[src/rtl/fetch_pkg.sv]
// Shared types and constants for the instruction prefetch buffer.
package fetch_pkg;

  localparam logic [31:0] NOP_INST         = 32'h0000_0013;
  localparam logic [31:0] RESET_PC_DEFAULT = 32'h0000_0000;

  typedef struct packed {
    logic [31:0] pc;
    logic [31:0] inst;
  } fetch_entry_t;

endpackage

[src/rtl/fetch_fifo.sv]
// Synchronous FIFO of fetched {pc, inst} entries with single-cycle clear.
module fetch_fifo
  import fetch_pkg::*;
#(
  parameter int unsigned DEPTH = 4
) (
  input  logic                     clk,
  input  logic                     rst,
  input  logic                     push,
  input  logic                     pop,
  input  logic                     clear,
  input  fetch_entry_t             push_data,
  output fetch_entry_t             head,
  output logic [$clog2(DEPTH):0]   count
);

  localparam int unsigned AW = $clog2(DEPTH);
  localparam int unsigned CW = AW + 1;

  fetch_entry_t   mem [DEPTH];
  logic [AW-1:0]  rd_ptr;
  logic [AW-1:0]  wr_ptr;

  assign head = mem[rd_ptr];

  // Entry storage; no reset needed since the head is qualified by count.
  always_ff @(posedge clk) begin
    if (!rst && !clear && push) begin
      mem[wr_ptr] <= push_data;
    end
  end

  // Pointers and occupancy; clear empties the queue in one cycle.
  always_ff @(posedge clk) begin
    if (rst || clear) begin
      rd_ptr <= '0;
      wr_ptr <= '0;
      count  <= '0;
    end else begin
      if (push) wr_ptr <= wr_ptr + AW'(1);
      if (pop)  rd_ptr <= rd_ptr + AW'(1);
      count <= count + CW'(push) - CW'(pop);
      assert (!(push && !pop && (count == CW'(DEPTH))))
        else $error("fetch_fifo: push into full queue");
      assert (!(pop && (count == '0)))
        else $error("fetch_fifo: pop from empty queue");
    end
  end

endmodule

[src/rtl/fetch_buffer.sv]
// Instruction prefetch queue: owns the fetch PC, issues sequential requests
// against a credit limit, buffers responses and hands them to decode in order.
module fetch_buffer
  import fetch_pkg::*;
#(
  parameter int unsigned DEPTH    = 4,
  parameter logic [31:0] RESET_PC = RESET_PC_DEFAULT
) (
  input  logic        clk,
  input  logic        rst,
  output logic        imem_req_valid,
  input  logic        imem_req_ready,
  output logic [31:0] imem_req_addr,
  input  logic        imem_rsp_valid,
  input  logic [31:0] imem_rsp_inst,
  input  logic        redirect,
  input  logic [31:0] redirect_pc,
  input  logic        stall,
  output logic        out_valid,
  output logic [31:0] out_inst,
  output logic [31:0] out_pc
);

  localparam int unsigned AW = $clog2(DEPTH);
  localparam int unsigned CW = AW + 1;
  localparam int unsigned SW = CW + 1;

  logic [31:0]   fetch_pc;
  logic [31:0]   rsp_pc;
  logic [CW-1:0] inflight;
  logic [CW-1:0] kill_cnt;
  logic [CW-1:0] count;
  logic [SW-1:0] credits_used;
  logic [31:0]   target_pc;
  logic          req_fire;
  logic          rsp_drop;
  logic          push;
  logic          pop;
  fetch_entry_t  push_entry;
  fetch_entry_t  head;

  // Issue only while queued plus outstanding fetches leave room in the queue.
  assign credits_used   = SW'(count) + SW'(inflight);
  assign imem_req_valid = !rst && !redirect && (credits_used < SW'(DEPTH));
  assign imem_req_addr  = fetch_pc;
  assign req_fire       = imem_req_valid && imem_req_ready;

  // Stale responses from before a redirect are dropped while kill_cnt drains.
  assign rsp_drop   = imem_rsp_valid && (kill_cnt != '0);
  assign push       = imem_rsp_valid && (kill_cnt == '0) && !redirect;
  assign push_entry = '{pc: rsp_pc, inst: imem_rsp_inst};

  assign out_valid = (count != '0);
  assign pop       = out_valid && !stall && !redirect;
  assign out_inst  = out_valid ? head.inst : NOP_INST;
  assign out_pc    = out_valid ? head.pc   : 32'h0000_0000;

  assign target_pc = redirect_pc & ~32'h0000_0003;

  fetch_fifo #(
    .DEPTH (DEPTH)
  ) u_fifo (
    .clk       (clk),
    .rst       (rst),
    .push      (push),
    .pop       (pop),
    .clear     (redirect),
    .push_data (push_entry),
    .head      (head),
    .count     (count)
  );

  // PC and credit/kill bookkeeping; redirect has priority over normal flow.
  always_ff @(posedge clk) begin
    if (rst) begin
      fetch_pc <= RESET_PC;
      rsp_pc   <= RESET_PC;
      inflight <= '0;
      kill_cnt <= '0;
    end else if (redirect) begin
      fetch_pc <= target_pc;
      rsp_pc   <= target_pc;
      kill_cnt <= inflight - CW'(imem_rsp_valid);
      inflight <= inflight - CW'(imem_rsp_valid);
    end else begin
      if (req_fire) fetch_pc <= fetch_pc + 32'd4;
      if (push)     rsp_pc   <= rsp_pc + 32'd4;
      if (rsp_drop) kill_cnt <= kill_cnt - CW'(1);
      inflight <= inflight + CW'(req_fire) - CW'(imem_rsp_valid);
    end
  end

endmodule
[config.mk]
export PLATFORM = sky130hd
export DESIGN_NAME = fetch_buffer
export DESIGN_NICKNAME = d
export VERILOG_FILES = /design/src/rtl/fetch_pkg.sv /design/src/rtl/fetch_fifo.sv /design/src/rtl/fetch_buffer.sv
export SDC_FILE = /design/constraint.sdc
export NUM_CORES = 1
export LEC_CHECK = 0
export CAP_MARGIN = 30
export CORE_ASPECT_RATIO = 1.25
export CORE_MARGIN = 2
export CORE_UTILIZATION = 29
export CTS_BUF_LIST = sky130_fd_sc_hd__clkbuf_8
export DETAILED_ROUTE_END_ITERATION = 12
export GPL_TIMING_DRIVEN = 0
export PLACE_DENSITY_LB_ADDON = 0.3
export SLEW_MARGIN = 10
export SYNTH_ARGS = -nofsm -noshare
export SYNTH_HDL_FRONTEND = slang
export SYNTH_SLANG_ARGS = --single-unit
export TNS_END_PERCENT = 50
[constraint.sdc]
create_clock -name clk -period 6.1 [get_ports clk]
set_clock_uncertainty 0.2 [all_clocks]
set_input_delay 1.22 -clock clk [delete_from_list [all_inputs] [get_ports clk]]
set_output_delay 1.22 -clock clk [all_outputs]
set_load 0.05 [all_outputs]
==> impl_metrics.prom <==
# TYPE chip_impl_metric gauge
chip_impl_info{name="result_of_the_run",value="complete, no violations"} 1
chip_impl_metric{name="numPlacedInstances",unit=""} 1670
chip_impl_metric{name="seq_area_frac_synth",unit="%"} 66.0
chip_impl_metric{name="die_height",unit="µm"} 246
chip_impl_metric{name="drv.max_cap_violation_count",unit=""} 0
chip_impl_metric{name="clock_power_share",unit="%"} 37.0
chip_impl_metric{name="cts.reportedPaths.clkPinSlew",unit="ns"} 0.06
chip_impl_metric{name="fin_ws",unit="ns"} 0.977
chip_impl_info{name="clock_tree_root_driver_cell",value="clkbuf_8"} 1
chip_impl_metric{name="postSynthRegisterBits",unit=""} 323
chip_impl_metric{name="drt_pass1_iterations",unit=""} 8
chip_impl_metric{name="power_frac_comb",unit="%"} 10.0
chip_impl_metric{name="hpwl",unit="µm"} 23500
chip_impl_metric{name="min_delay_path_depth",unit=""} 2
chip_impl_metric{name="number_of_instances_in_the_synthesized_netlist",unit=""} 915
chip_impl_metric{name="number_of_antenna_violations_at_the_first_check_in_global_routing",unit=""} 0
chip_impl_info{name="synthTopCellsByArea",value="edfxtp_1, dfxtp_1, mux4_2, nor2b_1, ha_1"} 1
chip_impl_metric{name="rows",unit=""} 88
chip_impl_metric{name="drc",unit=""} 0
chip_impl_metric{name="worst-slew-pin-transition",unit="ns"} 0.983
chip_impl_info{name="leading_cell_types_in_the_layout_fill_and_taps_excluded",value="edfxtp_1, clkdlybuf4s50_1, dfxtp_1"} 1
chip_impl_metric{name="num_antenna_cells",unit=""} 0
chip_impl_metric{name="post_layout_nonfiller_instances",unit=""} 1768
chip_impl_metric{name="io-pin-count",unit=""} 168
chip_impl_metric{name="grt.total_usage",unit="%"} 14.2
chip_impl_metric{name="drtAntennaViolNets",unit=""} 0
chip_impl_metric{name="worst_ir_drop_on_vdd",unit="V"} 0.000136
chip_impl_metric{name="synthArstFlopShare",unit="%"} 0
chip_impl_metric{name="cts_made_buffers",unit=""} 51
chip_impl_metric{name="design.final.nets",unit=""} 1228
chip_impl_info{name="yosysTopAreaCell",value="edfxtp_1"} 1
chip_impl_metric{name="switching_share",unit="%"} 25.9
chip_impl_metric{name="setup_tns",unit="ns"} 0
chip_impl_metric{name="timing.reg2reg.setup_slack",unit="ns"} 2.12
chip_impl_metric{name="yosys.area.top_type_share",unit="%"} 54.9
chip_impl_metric{name="power_density",unit="nW/µm²"} 275
chip_impl_metric{name="intPower",unit="mW"} 3.48
chip_impl_metric{name="initialDrtViolationCount",unit=""} 454
chip_impl_metric{name="die_wd",unit="µm"} 197
chip_impl_metric{name="post_cts_buffers",unit=""} 0
chip_impl_info{name="cp-end-kind",value="primary output"} 1
chip_impl_metric{name="placedInstanceArea",unit="µm²"} 16100
chip_impl_metric{name="grt_first_pass_wirelength",unit="µm"} 52100
chip_impl_metric{name="p_leak",unit="nW"} 5.50
chip_impl_info{name="path_type_of_the_worst_setup_path",value="register to primary output"} 1
chip_impl_metric{name="dieArea",unit="µm²"} 48500
chip_impl_metric{name="synth-edff-count",unit=""} 248
chip_impl_metric{name="sequentialPowerShare",unit="%"} 52.9
chip_impl_metric{name="finalMaxSlewViolations",unit=""} 0
chip_impl_metric{name="clk-insertion-delay-late",unit="ns"} 0.60
chip_impl_metric{name="ys_warn_count",unit=""} 0
chip_impl_metric{name="total_switching_power",unit="mW"} 1.21
chip_impl_info{name="layout.cells.most_common",value="edfxtp_1"} 1
chip_impl_info{name="hold_path.startpoint",value="u_fifo.wr_ptr[1]$_SDFFE_PP0P_"} 1
chip_impl_info{name="synth-main-ff-cell",value="edfxtp_1"} 1
chip_impl_metric{name="final_worst_path_period_need",unit="ns"} 5.12
chip_impl_info{name="cts_tree",value="done"} 1
chip_impl_metric{name="maxSlewHeadroom",unit="%"} 33.9
chip_impl_metric{name="critical_path_arrival",unit="ns"} 3.70
chip_impl_metric{name="timing_hold_violations_final",unit=""} 0
chip_impl_metric{name="synthesized_area_per_cell",unit="µm²"} 14.8
chip_impl_info{name="rr_startpoint",value="inflight[2]$_SDFF_PP0_"} 1
chip_impl_metric{name="route.vias.total",unit=""} 8495
chip_impl_metric{name="drive_above_1_share",unit="%"} 13.4
chip_impl_metric{name="period_share",unit="%"} 84.0
chip_impl_metric{name="wire_per_inst",unit="µm"} 19.6
chip_impl_metric{name="first_global_vias",unit=""} 8842
chip_impl_info{name="rsz0062_at_grt",value="no"} 1
chip_impl_metric{name="initial_utilization",unit="%"} 29.4
chip_impl_metric{name="globalRouteOverflowTotal",unit=""} 0
chip_impl_metric{name="routed_wirelength",unit="µm"} 34600
chip_impl_metric{name="critical_path.max_fanout",unit=""} 10
chip_impl_metric{name="core-area",unit="µm²"} 46100
chip_impl_metric{name="max-clock-path-buffers",unit=""} 3
chip_impl_metric{name="cts-htree-levels",unit=""} 2
chip_impl_metric{name="clock-sinks",unit=""} 323
chip_impl_info{name="capture_instance_of_the_worst_register_to_register_path",value="inflight[2]$_SDFF_PP0_"} 1
chip_impl_metric{name="ys_types",unit=""} 62
chip_impl_metric{name="port_buffers",unit=""} 160
chip_impl_metric{name="critPathMaxStageDelay",unit="ns"} 0.77
chip_impl_info{name="crit_path_top_delay_cell",value="clkdlybuf4s50_1"} 1
chip_impl_metric{name="reg2reg_depth",unit=""} 15
chip_impl_metric{name="synthesis.area",unit="µm²"} 13600
chip_impl_metric{name="setup_viol",unit=""} 0
chip_impl_metric{name="dp_slack",unit="ns"} 1.16
chip_impl_info{name="cp-start-kind",value="register"} 1
chip_impl_metric{name="cts_resized",unit=""} 0
chip_impl_metric{name="grt_max_degree",unit=""} 48
chip_impl_metric{name="achievable_clock_frequency",unit="GHz"} 0.195
chip_impl_info{name="crit_path_cell_trace",value="clkbuf_1 > buf_1 > mux4_2 > nor2b_1 > clkdlybuf4s50_1"} 1
chip_impl_metric{name="viasPerCell",unit=""} 4.80
chip_impl_metric{name="total_of_hold_buffers_inserted_after_clock_tree_synthesis",unit=""} 0
chip_impl_metric{name="place.gp.congestion",unit=""} 0.833
chip_impl_metric{name="syn_to_layout_area_delta",unit="%"} 25.8
chip_impl_metric{name="worst_ep_required_time",unit="ns"} 4.68
chip_impl_metric{name="finish.instance_area",unit="µm²"} 17100
chip_impl_info{name="worst_hold_path.endpoint",value="u_fifo.wr_ptr[1]$_SDFFE_PP0P_"} 1
chip_impl_info{name="hold_path_class",value="register to register"} 1
==> layer usage <==
metal  GRT usage [%]  part of all wire [%]  vias up
met5               0                     0        -
met4            4.75                   2.7        0
met3            2.69                   5.2       57
met2            24.3                    49      279
met1            17.9                    43     4194
li1                -                     -     3965
==> Yosys cell counts (14+ instances only) <==
library cell	count
edfxtp_1	248
dfxtp_1	75
mux4_2	62
nor2b_1	60
nand2_1	48
inv_1	36
nor2_1	36
clkbuf_1	32
a21oi_1	26
nand3_1	23
nand4_1	22
xnor2_1	21
xor2_1	20
a21boi_0	16
ha_1	16
nor3_1	16
o21ai_0	14
==> power by group through the flow <==
stage	Clock, mW	Combinational [mW]	Sequential (mW)
6_report	1.74	0.472	2.48
5_1_grt	1.90	0.508	2.49
4_1_cts	1.81	0.478	2.48
3_5_place_dp	0	0.476	2.53
3_3_place_gp	0	0.464	2.53
2_1_floorplan	0	0.240	2.55
==> layout make-up <==
cell class | count | area [µm²]
multi-input combinational | 508 | 4290
tap | 585 | 732
sequential | 323 | 8950
clock inverter | 45 | 251
timing repair buffer | 169 | 1770
fill | 4429 | 29100
inverter | 36 | 135
clock buffer | 51 | 702
buffer | 51 | 225
==> registers in the layout, indices dropped and copies added (netlist names), named ones only <==
signal and count:
u_fifo.count 3, u_fifo.rd_ptr 2, imem_req_addr 30, inflight 3, u_fifo.mem 248, rsp_pc 30, kill_cnt 3, u_fifo.wr_ptr 2
==> worst max-delay path by stage <==
stage / start / to / slack (ns) / cells after the start
after floorplan: imem_rsp_valid / u_fifo.mem[0][0]$_DFFE_PP_ / 2.09 / 4
after global placement: imem_rsp_valid / u_fifo.mem[0][3]$_DFFE_PP_ / -0.39 / 5
after detailed placement: redirect / inflight[2]$_SDFF_PP0_ / 1.16 / 15
after CTS: register / out_pc[14] / 0.73 / 5
after global routing: register / out_pc[21] / 0.66 / 5
final: register / out_pc[21] / 0.98 / 5
==> worst max-delay path, delay by kind of cell (launching register included) <==
family | cells | cell delay, ns
buffers and inverters | 3 | 2.04
multiplexers | 1 | 0.61
AND/OR/NAND/NOR | 1 | 0.15
flip-flops | 1 | 0.31
==> logic make-up (layout without fill, tap and decap cells) <==
logic type	after synthesis	after routing	synth area share, %
multiplexers	65	65	10.5
adder cells (fa/ha/maj)	18	18	1.77
XOR/XNOR	41	41	2.65
AND/OR/NAND/NOR	265	265	10.8
flip-flops	323	323	66.0
other	1	4	0.0276
buffers and inverters	87	352	2.66
AO/OA/AOI/OAI	115	115	5.62
==> through the flow <==
stage / total power, mW / hold WS (ns) / utilization [%]
floorplan: 2.79 / 0.269 / -
global placement: 2.99 / 0.278 / 34.5
detailed placement: 3.01 / 0.299 / 34.8
CTS: 4.77 / 0.308 / 36.9
global route: 4.90 / 0.343 / 37.0
finish: 4.69 / 0.302 / 37.0
Note: power is estimated with default switching activity, not from simulation.
==> edit 1: new RTL, config.mk and constraints unchanged <==
Make the reset (`rst`) asynchronous in one clocked block.
--- a/src/rtl/fetch_buffer.sv
+++ b/src/rtl/fetch_buffer.sv
@@ -72,5 +72,5 @@
 
   // PC and credit/kill bookkeeping; redirect has priority over normal flow.
-  always_ff @(posedge clk) begin
+  always_ff @(posedge clk or posedge rst) begin
     if (rst) begin
       fetch_pc <= RESET_PC;
Check against the original RTL: differs if rst is asserted again (counterexample within 4 cycles, from zero or initial values and one cycle with rst high); with rst held inactive, the same outputs for 4 cycles.
==> edit 1 against the unedited design <==
Setup slack improved by 200 ps; area after synthesis about the same; critical path type unchanged; final area is 0.10% higher; sequential cell count is the same; via count decreased by 3.2%; core utilization is essentially flat; worst hold slack worse by 6.6 ps; power rose by 6.2%; routed wire length shrank 3.3%; highest routed layer unchanged.
==> edit 1: results (changes against the unedited design) <==
Status
  – Outcome: finished clean

Route
  – 1st-pass router iterations: 4 (-4)
  – Initial DRC Count: 433 (-4.6%)
  – Routed len/inst: 19.5 um (-0.12%)

Yosys
  – Post-Synth XOR/XNOR Area: 0.0271 (+0.000633)
  – Register area share after synthesis: 0.684 (+0.0240)
  – Synth area leaders: edfxtp_1 55%, dfrtp_1 12%, mux4_2 10%, nor2b_1 2.7%, xor2_1 2.0%
  – Synth Area in Compound Gates: 0.0421 (-0.0140)
  – Fraction of registers with async set/reset: 0.204 (+0.204)
  – Post-synthesis cell type count: 48 (-23%)
  – Commonest cells in the netlist: 248 x edfxtp_1, 66 x dfrtp_1, 62 x mux4_2, 59 x nand2_1, 59 x nor2b_1

Pwr
  – P_leak: 5.66 nW (+3.0%)
  – Total power: 4.99 mW (+6.2%)
  – Switching power: 1.32 mW (+8.9%)

Global route
  – Initial antenna violation count: 1 (+1)
  – First-pass GRT wire length: 51.2 mm (-1.7%)
  – Vias in the first global route: 8531 (-3.5%)
  – Largest net degree at the start of global routing: 52 (+8.3%)

Placed design
  – Detail Placement HPWL: 22.7 mm (-3.4%)
  – RePlAce Congestion: 0.834 (+0.12%)

Timing
  – Rel. slew slack: 0.400 (+0.0611)

Worst setup path
  – Reg2Reg Depth: 12 (-3)
  – R2r endpoint: inflight[2]
  – Crit-path max cell delay: 880 ps (+110 ps)
  – Worst R2R Setup Slack: 2500 ps (+380 ps)

Layout
  – Layout cells sized above 1: 0.150 (+0.0156)
  – Nets: 1172 (-4.6%)
edit 1: worst max path at each step:
stage / end / start / slack, ps
6_report: out_pc[16] / flop / 1180
5_1_grt: out_inst[28] / u_fifo.count[1] / 860
4_1_cts: out_inst[28] / u_fifo.count[1] / 960
3_5_place_dp: imem_req_valid / rst / 1350
3_3_place_gp: u_fifo.mem[0][6] / imem_rsp_valid / 130
2_1_floorplan: imem_req_valid / redirect / 1900
edit 1: stage by stage:
| stage | std cells | setup WS (ps) | hold WS (ps) | area, um^2 |
|---|---|---|---|---|
| final | 1712 | 1180 | 295 | 17100 |
| after global routing | 1712 | 860 | 341 | 17100 |
| after CTS | 1711 | 957 | 298 | 17100 |
| after detailed placement | 1615 | 1350 | 289 | 16000 |
| after global placement | 1610 | 132 | 283 | 15900 |
| after floorplan | 865 | 1900 | 269 | 13600 |
edit 1: worst min-delay path, cell delays in order (launching register included):
cell	delay [ps]
dfxtp_1	330
nand2_1	60
a21oi_1	50
edit 1: power groups by stage:
stage | registers [mW] | clock network (mW) | logic [mW]
after global routing | 2.59 | 1.98 | 0.656
after floorplan | 2.66 | 0 | 0.309
final | 2.57 | 1.81 | 0.602
after global placement | 2.62 | 0 | 0.599
after detailed placement | 2.62 | 0 | 0.609
after CTS | 2.57 | 1.89 | 0.612
edit 1: final cells by class:
class / instances / area (um^2)
repair buffers: 166 / 1720
fillers: 4386 / 29100
clock inverters: 38 / 224
multi-input cells: 476 / 4050
inverters: 22 / 85.1
plain buffers: 44 / 191
well taps: 585 / 732
flip-flops and latches: 323 / 9280
clock buffers: 58 / 798
edit 1: layer usage:
layer,track usage,part of all wire
met5,0,0
met1,0.183,0.44
met2,0.230,0.48
met4,0.0471,0.025
met3,0.0252,0.052
==> edit 2: new RTL, same flow settings <==
Without the edit above. `DEPTH` is set to 4 in 2 places; all go to 8.
--- a/src/rtl/fetch_fifo.sv
+++ b/src/rtl/fetch_fifo.sv
@@ -3,5 +3,5 @@
   import fetch_pkg::*;
 #(
-  parameter int unsigned DEPTH = 4
+  parameter int unsigned DEPTH = 8
 ) (
   input  logic                     clk,
--- a/src/rtl/fetch_buffer.sv
+++ b/src/rtl/fetch_buffer.sv
@@ -4,5 +4,5 @@
   import fetch_pkg::*;
 #(
-  parameter int unsigned DEPTH    = 4,
+  parameter int unsigned DEPTH    = 8,
   parameter logic [31:0] RESET_PC = RESET_PC_DEFAULT
 ) (
Check against the original RTL: no difference found for any inputs over 4 cycles, from zero or initial values and one cycle with rst high; that may be too few to reach the edited logic, so the function may still have changed.
==> edit 2 against the unedited design <==
Area after synthesis grew 72%; power rose by 81%; sequential cell count rose by 254; final area is 70% higher; setup slack got worse by 700 ps; via count rose by 54%; routed wire length grew 71%.
==> edit 2: results (changes against the unedited design) <==
Clocking
  – CTS buffer count: 98 (+92%)
  – Worst-skew pair later-pin latency: 700 ps (+100 ps)
  – CTS H-tree lvls: 3 (+1)
  – Post-CTS setup buffer count: 0 (unchanged)
  – Clock buffer depth: 3 (unchanged)
  – Root Driver: clkbuf_8
  – Worst-path clk slew: 60 ps (about the same)

Layout
  – Layout cells sized above 1: 0.202 (+0.0673)
  – Largest register FFs: 496 (+100%)
  – Nets: 1741 (+42%)
  – Non-Filler Instances: 2793 (+58%)
  – Most flops, register: u_fifo.mem

Status
  – Outcome: finished clean

Timing
  – Final hold vios: 0 (unchanged)
  – Final Max Slew Viols: 0 (unchanged)
  – Worst-margin pin slew: 970 ps (-12.3 ps)

Worst setup path
  – CP max-delay cell: clkdlybuf4s50_1
  – Worst Path Arrival: 4400 ps (+700 ps)
  – Crit-path max cell delay: 890 ps (+120 ps)

Global route
  – Vias in the first global route: 14093 (+59%)
  – Initial antenna violation count: 1 (+1)
  – Largest net degree at the start of global routing: 21 (-56%)
  – Overall Global Routing Usage: 0.143 (+0.00151)
  – First-pass GRT wire length: 88.5 mm (+70%)

Placed design
  – RePlAce Congestion: 0.806 (-3.2%)
  – Detail Placement HPWL: 40.7 mm (+73%)
  – Place WS: 972 ps (-188 ps)
  – Instance area at placement: 0.0271 mm^2 (+68%)
  – Placed cell count: 2609 (+56%)

Pwr
  – P_leak: 9.22 nW (+68%)
  – Maximum vdd ir drop: 0.157 mV (+16%)

Yosys
  – Syn_area_per_cell: 17.6 um^2 (+18%)
  – Register area share after synthesis: 0.708 (+0.0477)
  – Commonest cells in the netlist: 496 x edfxtp_1, 124 x mux4_2, 92 x nor2_1, 81 x dfxtp_1, 68 x mux2i_1
  – Number of synthesized flops with an enable pin: 496 (+100%)
  – Post-synthesis cell type count: 59 (-4.8%)
  – Synth area leaders: edfxtp_1 64%, mux4_2 12%, dfxtp_1 6.9%, mux2i_1 2.9%, nor2_1 1.5%

Route
  – Routed wire length: 59.1 mm (+71%)
  – Initial DRC Count: 690 (+52%)
  – Vias: 13112 (+54%)
  – 1st-pass router iterations: 5 (-3)
-- edit 2: changes by cell type in the layout (fill, tap and decap cells not counted), moves of 17 or more --
cell,before,now
clkbuf_8,52,99
nor2b_1,60,2
mux4_2,62,124
inv_1,52,81
edfxtp_1,248,496
mux2i_1,2,68
buf_6,3,26
nor2_1,36,89
nand2_1,48,31
-- edit 2: routing by layer --
layer | up-vias | share of wire | global-route usage
met3 | 68 | 0.055 | 0.0287
li1 | 5898 | - | -
met4 | 0 | 0.017 | 0.0425
met5 | - | 0 | 0
met1 | 6760 | 0.42 | 0.180
met2 | 386 | 0.51 | 0.249
-- edit 2: area by class of cell --
class	count	area [um^2]
Buffer	68	298
Antenna cell	1	2.50
Clock inverter	83	517
Fill cell	7499	51000
Inverter	49	184
Multi-Input combinational cell	639	6430
Tap cell	1062	1330
Sequential cell	577	16500
Timing Repair Buffer	215	2350
Clock buffer	99	1360
-- edit 2: path summary, 6_finish.rpt --
| check | startpoint | endpoint | slack [ps] | cells past startpoint |
|---|---|---|---|---|
| setup / recovery | flop | out_pc[15] | 280 | 7 |
| hold / removal | imem_req_addr[5] | imem_req_addr[5] | 360 | 2 |
| setup reg to reg | inflight[3] | inflight[1] | 2500 | 11 |
| hold reg to reg | imem_req_addr[5] | imem_req_addr[5] | 360 | 2 |
-- edit 2: logic make-up after synthesis --
| logic type | synth area share |
|---|---|
| muxes | 0.149 |
| buffers and inverters | 0.0206 |
| AOI/OAI and AO/OA | 0.0350 |
| xor gates and xnor gates | 0.0225 |
| other | 0.000161 |
| DFF | 0.708 |
| adders and majority gates | 0.0130 |
| and+or+nand+nor | 0.0524 |
-- edit 2: per-stage QoR --
step	TNS (ps)	utilization	hold slack (ps)
2_1_floorplan	-118510	-	285
3_3_place_gp	-2255940	0.329	312
3_5_place_dp	0	0.339	337
4_1_cts	0	0.362	354
5_1_grt	0	0.362	380
6_report	0	0.362	355
-- edit 2: worst reg2reg max path: stages, from the launching register on --
cell,delay [ps]
dfxtp_1,340
ha_1,300
or4b_1,570
a211oi_4,490
inv_1,180
ha_1,310
inv_1,40
ha_1,190
inv_1,70
fa_1,400
or2_2,300
a21oi_1,140
-- edit 2: power by group --
group | total (mW) | switching [mW] | internal, mW | leakage, nW
logic | 0.730 | 0.463 | 0.267 | 2.96
registers | 4.44 | 0.0925 | 4.35 | 5.17
clock network | 3.32 | 1.58 | 1.74 | 1.09
